File: config.mk
export PLATFORM = sky130hd
export DESIGN_NAME = hash_receiver
export DESIGN_NICKNAME = d
export VERILOG_FILES = /design/src/rtl/hash_receiver_pkg.sv /design/src/rtl/hash_receiver_rx_ack_ctrl.sv /design/src/rtl/hash_receiver.sv
export SDC_FILE = /design/constraint.sdc
export NUM_CORES = 1
export LEC_CHECK = 0
export CAP_MARGIN = 15
export CORE_MARGIN = 2
export CORE_UTILIZATION = 51
export DETAILED_ROUTE_END_ITERATION = 10
export PLACE_DENSITY = 0.84
export RECOVER_POWER = 100
export SYNTH_ARGS = -nofsm -noshare
export SYNTH_HDL_FRONTEND = slang
export SYNTH_SLANG_ARGS = --single-unit
File: constraint.sdc
create_clock -name Clk -period 9.35 [get_ports Clk]
set_input_delay 0.935 -clock Clk [delete_from_list [all_inputs] [get_ports Clk]]
set_output_delay 0.935 -clock Clk [all_outputs]
set_load 0.02 [all_outputs]
File: src/rtl/hash_receiver_pkg.sv
// -----------------------------------------------------------------------------
// hash_receiver_pkg
// Shared constants for the hash receive path and the downstream comparator:
// frame length, frame delimiter and the receive FSM state encoding.
// -----------------------------------------------------------------------------
package hash_receiver_pkg;

    // Number of hash bytes in one frame.
    localparam int HASH_NUM_BYTES = 16;

    // Byte that terminates a frame.
    localparam logic [7:0] HASH_DELIM = 8'h2C;

    // Receive FSM state encoding. The comparator decodes these values too,
    // so they are kept as fixed constants rather than a tool-chosen enum.
    localparam logic [1:0] COLLECT = 2'd0;
    localparam logic [1:0] HOLD    = 2'd1;
    localparam logic [1:0] DISCARD = 2'd2;

    // True when a received byte is the frame delimiter.
    function automatic logic is_delim(input logic [7:0] data, input logic [7:0] delim);
        return data == delim;
    endfunction

endpackage

File: src/rtl/hash_receiver_rx_ack_ctrl.sv
// -----------------------------------------------------------------------------
// rx_ack_ctrl
// Four-phase handshake with the UART receiver. A byte is taken when Rx_Ready
// is high, Rx_Ack is low and the consumer is willing (take_enable). Rx_Ack is
// raised on the following cycle and held until Rx_Ready is seen low; that
// release completes regardless of take_enable.
//
// Ports
//   Clk         : clock
//   Reset       : active-low reset (already synchronised on deassertion)
//   rx_ready    : UART byte-available level
//   take_enable : consumer can accept a byte this cycle
//   rx_ack      : acknowledge back to the UART
//   byte_take   : one-cycle strobe, byte on Rx_Data is consumed this cycle
// -----------------------------------------------------------------------------
module rx_ack_ctrl (
    input  logic Clk,
    input  logic Reset,
    input  logic rx_ready,
    input  logic take_enable,
    output logic rx_ack,
    output logic byte_take
);

    logic ack_reg;
    logic ack_next;

    // Rx_Ack is high in the cycle after a take, so the strobe cannot last
    // more than one cycle.
    assign byte_take = rx_ready && !ack_reg && take_enable;

    always_comb begin
        ack_next = ack_reg;
        if (byte_take) begin
            ack_next = 1'b1;
        end else if (ack_reg && !rx_ready) begin
            ack_next = 1'b0;
        end
    end

    always_ff @(posedge Clk or negedge Reset) begin
        if (!Reset) begin
            ack_reg <= 1'b0;
        end else begin
            ack_reg <= ack_next;
        end
    end

    assign rx_ack = ack_reg;

endmodule

File: src/rtl/hash_receiver.sv
// -----------------------------------------------------------------------------
// hash_receiver
// Assembles NUM_BYTES hash bytes received from a UART into one wide word,
// terminated by DELIM. A complete frame is held on Hash_Value with Hash_Valid
// high until the comparator accepts it with Hash_Ready; while held, no new
// byte is consumed, which backpressures the UART. Malformed frames (too short
// or too long) give a one-cycle Frame_Error pulse; an over-long frame is
// dropped up to and including its delimiter.
//
// Ports
//   Clk         : clock
//   Reset       : asynchronous active-low reset
//   Rx_Data     : received byte, valid while Rx_Ready is high
//   Rx_Ready    : UART byte-available level
//   Rx_Ack      : byte-consumed acknowledge to the UART
//   Hash_Value  : assembled hash, first received byte in the top byte
//   Hash_Valid  : Hash_Value holds a complete frame
//   Hash_Ready  : comparator accepts Hash_Value
//   Frame_Error : one-cycle pulse on a malformed frame
//   Byte_Count  : hash bytes collected in the current frame
// -----------------------------------------------------------------------------
module hash_receiver
    import hash_receiver_pkg::*;
#(
    parameter int         NUM_BYTES = HASH_NUM_BYTES,
    parameter logic [7:0] DELIM     = HASH_DELIM
) (
    input  logic                   Clk,
    input  logic                   Reset,
    input  logic [7:0]             Rx_Data,
    input  logic                   Rx_Ready,
    output logic                   Rx_Ack,
    output logic [8*NUM_BYTES-1:0] Hash_Value,
    output logic                   Hash_Valid,
    input  logic                   Hash_Ready,
    output logic                   Frame_Error,
    output logic [4:0]             Byte_Count
);

    localparam int         SYNC_STAGES = 2;
    localparam int         HW          = 8 * NUM_BYTES;
    localparam logic [4:0] FULL_COUNT  = 5'(NUM_BYTES);

    // -------------------------------------------------------------------------
    // Reset synchroniser: assertion reaches the logic immediately, release is
    // aligned to Clk so no flop sees reset removal near an active edge.
    // -------------------------------------------------------------------------
    logic [SYNC_STAGES-1:0] rst_sync_reg;
    logic [SYNC_STAGES-1:0] rst_sync_in;
    logic                   reset_int;

    assign rst_sync_in = {rst_sync_reg[SYNC_STAGES-2:0], 1'b1};

    genvar gi;
    generate
        for (gi = 0; gi < SYNC_STAGES; gi++) begin : g_rst_sync
            always_ff @(posedge Clk or negedge Reset) begin
                if (!Reset) begin
                    rst_sync_reg[gi] <= 1'b0;
                end else begin
                    rst_sync_reg[gi] <= rst_sync_in[gi];
                end
            end
        end
    endgenerate

    assign reset_int = rst_sync_reg[SYNC_STAGES-1];

    // -------------------------------------------------------------------------
    // UART handshake
    // -------------------------------------------------------------------------
    logic [1:0] state_reg;
    logic [1:0] state_next;
    logic       byte_take;
    logic       take_enable;

    // Bytes are refused only while a finished hash is waiting to be taken.
    assign take_enable = (state_reg != HOLD);

    rx_ack_ctrl u_rx_ack_ctrl (
        .Clk         (Clk),
        .Reset       (reset_int),
        .rx_ready    (Rx_Ready),
        .take_enable (take_enable),
        .rx_ack      (Rx_Ack),
        .byte_take   (byte_take)
    );

    // -------------------------------------------------------------------------
    // Frame assembly FSM
    // -------------------------------------------------------------------------
    logic [HW-1:0] hash_reg;
    logic [HW-1:0] hash_next;
    logic [4:0]    count_reg;
    logic [4:0]    count_next;
    logic          err_reg;
    logic          err_next;
    logic          rx_is_delim;

    assign rx_is_delim = is_delim(Rx_Data, DELIM);

    always_comb begin
        state_next = state_reg;
        hash_next  = hash_reg;
        count_next = count_reg;
        err_next   = 1'b0;

        case (state_reg)
            COLLECT: begin
                if (byte_take) begin
                    if (rx_is_delim) begin
                        count_next = 5'd0;
                        if (count_reg == FULL_COUNT) begin
                            state_next = HOLD;
                        end else begin
                            err_next = 1'b1;
                        end
                    end else if (count_reg < FULL_COUNT) begin
                        hash_next  = {hash_reg[HW-9:0], Rx_Data};
                        count_next = count_reg + 5'd1;
                    end else begin
                        // Too many bytes: drop the rest of this frame.
                        err_next   = 1'b1;
                        count_next = 5'd0;
                        state_next = DISCARD;
                    end
                end
            end

            HOLD: begin
                if (Hash_Ready) begin
                    state_next = COLLECT;
                end
            end

            DISCARD: begin
                if (byte_take && rx_is_delim) begin
                    state_next = COLLECT;
                end
            end

            default: begin
                state_next = COLLECT;
            end
        endcase
    end

    always_ff @(posedge Clk or negedge reset_int) begin
        if (!reset_int) begin
            state_reg <= COLLECT;
            hash_reg  <= '0;
            count_reg <= 5'd0;
            err_reg   <= 1'b0;
        end else begin
            state_reg <= state_next;
            hash_reg  <= hash_next;
            count_reg <= count_next;
            err_reg   <= err_next;
        end
    end

    assign Hash_Value  = hash_reg;
    assign Hash_Valid  = (state_reg == HOLD);
    assign Frame_Error = err_reg;
    assign Byte_Count  = count_reg;

endmodule

==> reports/metrics.csv <==
metric,value,unit
status,finished with violations,
violations,"max-capacitance violations, max-slew violations",
critPathCaptureType,flip-flop,
hold_violations,0,
pre_cts_slack,5.359,ns
clock_sinks,139,
crit_fanout,49,
synth_area_leaders,"dfrtp_1 (65%), mux2_1 (16%), mux2_2 (11%)",
start_util,51.98,%
grt_max_degree,79,
arrival,5.38,ns
yosys.area.top_type,dfrtp_1,
yosysMostFrequentCell,dfrtp_1,
n_antenna_cell,0,
io_buffers,147,
r2r_start,state_reg[1]$_DFFE_PN0P_,
yosysWarnings,0,
routed_via_density,5.179,
first_pass_iters,4,
yosys_most_used_dff,dfrtp_1,
tightest_slew,2.530,ns
largest_reg_flops,128,
post_cts_resized,0,
gp_congestion,0.7472,
clk_pin_slew,0.06,ns
dp.final_hpwl,7144,um
crit_type,input port to flip-flop,
dp.cells,587,
synth_nets,329,
wl,10740,um
numCtsBuffers,17,
cpMaxStageDelayCell,clkbuf_1,
wire_per_inst,17.36,um
worstRegToRegCells,5,
fmax,199.9,MHz
min-delay-path-class,flip-flop to flip-flop,
io_pins,148,
fp.dieH,106.1,um
totalPowerFinal,2639,uW
ctsHoldBuffers,0,
drv_cap,3,
drc_errors,0,
fin_ws,4.348,ns
final.period_utilization,53.50,%
overflow,0,
setup.worst_path.start,Rx_Ready,
relSlewSlack,-68.66,%
clock_path_buffers,2,
ys_types,28,
path_buf_inv,3,
fin_crit,5.002,ns
rsz0062_at_grt,false,
antenna_found_initial,0,
final.setup_skew,0.007099,ns
fin_nets,484,
p_per_area,353.6,nW/um^2
regToRegSetupSlack,4.87,ns
use_met2,33.33,%
clock_latency,0.51,ns
drt_iter0_drc,106,
synth.avg_cell_area,16.88,um^2
cp_cell_sequence,"dlygate4sd3_1, or4b_1, a211oi_1, clkbuf_1, buf_4, mux2_1",
async_reset_ff_share,100.0,%
holdWs,0.3563,ns
synth_cells,315,
p_leak,0.003624,uW
fp.dieArea,11260,um^2
synth_area,5318,um^2
vias,3206,
grt_busiest_layer,met2,
coreArea,10230,um^2
grt_pass1_wl,17660,um
grt_usage,20.29,%
h-tree-depth,4,
n_fill_cell,694,
synth_edf_count,0,
die_w,106.1,um
max_stage_delay,1.83,ns
post_cts_buffers,0,
ir_drop,0.2294,mV
cp.depth,6,
row_count,37,
cp-start-kind,input port,
crit_required,9.73,ns
drv_slew,149,
synth_top_cell_area_share,65.41,%
seq_area_frac_synth,65.41,%
drive_gt1_share,18.01,%
met1_usage,25.49,%
final_cell_count_no_fill,619,
grt_use_met3,7.235,%
crit_end,Hash_Value[34]$_DFFE_PN0P_,
grt_pass1_vias,3350,
crit_family,buffers and inverters,
tritoncts,yes,
r2r_end,Hash_Value[34]$_DFFE_PN0P_,
setup_tns,0,ns
ys_ff_latch,139,
setup_viol,0,
clockRootBuffer,clkbuf_8,
area_delta_synth_final,40.35,%
ant_nets,0,
synth_common_cells,"dfrtp_1 (139), mux2_1 (77), mux2_2 (52)",
[cell type report]
type / count / area [um^2] / share of cell area [%]
Clock inverter: 13 / 188.9 / 2.531
Timing Repair Buffer: 151 / 1494 / 20.02
Clock buffer: 19 / 441.7 / 5.918
Sequential cell: 139 / 3478 / 46.61
Tap cell: 136 / 170.2 / 2.280
Inverter: 4 / 15.01 / 0.2012
Multi-Input combinational cell: 157 / 1675 / 22.45
[cells by family after synthesis]
| group | Yosys count | share of synthesized area [%] |
|---|---|---|
| AND/OR/NAND/NOR | 13 | 1.977 |
| other | 1 | 0.07052 |
| adder cells (fa/ha/maj) | 2 | 0.4705 |
| AO/OA/AOI/OAI | 12 | 2.024 |
| flip-flops | 139 | 65.41 |
| multiplexers | 129 | 27.32 |
| buffers and inverters | 19 | 2.729 |
[cell usage in the layout, fill, tap and decap left out, drive strengths merged, types with 4 or more instances in the layout]
cell type      synthesis  layout
inv                    4       6
clkinv                 0       5
clkbuf                 1      21
clkdlybuf4s50          0       8
mux2                 129     129
dfrtp                139     139
bufinv                 0       4
dlygate4sd3            0     139
[through the flow]
stage | util (%) | area, um^2
CTS | 73.24 | 7493
global route | 72.95 | 7463
floorplan | - | 5318
global placement | 67.08 | 6863
detailed placement | 67.08 | 6863
finish | 72.95 | 7463
[routing by layer]
layer,vias up,part of all wire (%)
met1,1628,41
met3,11,7.3
li1,1452,-
met4,0,1.2
met2,115,51
met5,-,0
[power by group]
group / leakage [uW] / internal (uW) / switching (uW) / total, uW
logic: 0.00154 / 453 / 490 / 943
registers: 0.00178 / 823 / 174 / 997
clock network: 0.000305 / 449 / 250 / 699
[worst min path at each step]
stage | cells past startpoint | startpoint | slack [ns] | to
finish | 0 | rst_sync_in[1]$_DFF_PN0_ | 0.36 | reset_int$_DFF_PN0_
global route | 0 | rst_sync_in[1]$_DFF_PN0_ | 0.38 | reset_int$_DFF_PN0_
detailed placement | 0 | rst_sync_in[1]$_DFF_PN0_ | 0.34 | reset_int$_DFF_PN0_
floorplan | 0 | rst_sync_in[1]$_DFF_PN0_ | 0.33 | reset_int$_DFF_PN0_
CTS | 0 | rst_sync_in[1]$_DFF_PN0_ | 0.36 | reset_int$_DFF_PN0_
global placement | 0 | rst_sync_in[1]$_DFF_PN0_ | 0.34 | reset_int$_DFF_PN0_
[worst register-to-register path: cells and delay by family, from the launching register on]
| family | cells | cell delay (ns) |
|---|---|---|
| AO/OA/AOI/OAI | 1 | 0.28 |
| flip-flops | 1 | 0.38 |
| buffers and inverters | 2 | 2.58 |
| multiplexers | 1 | 0.41 |
| AND/OR/NAND/NOR | 1 | 0.68 |
(Power assumes the default switching activity.)
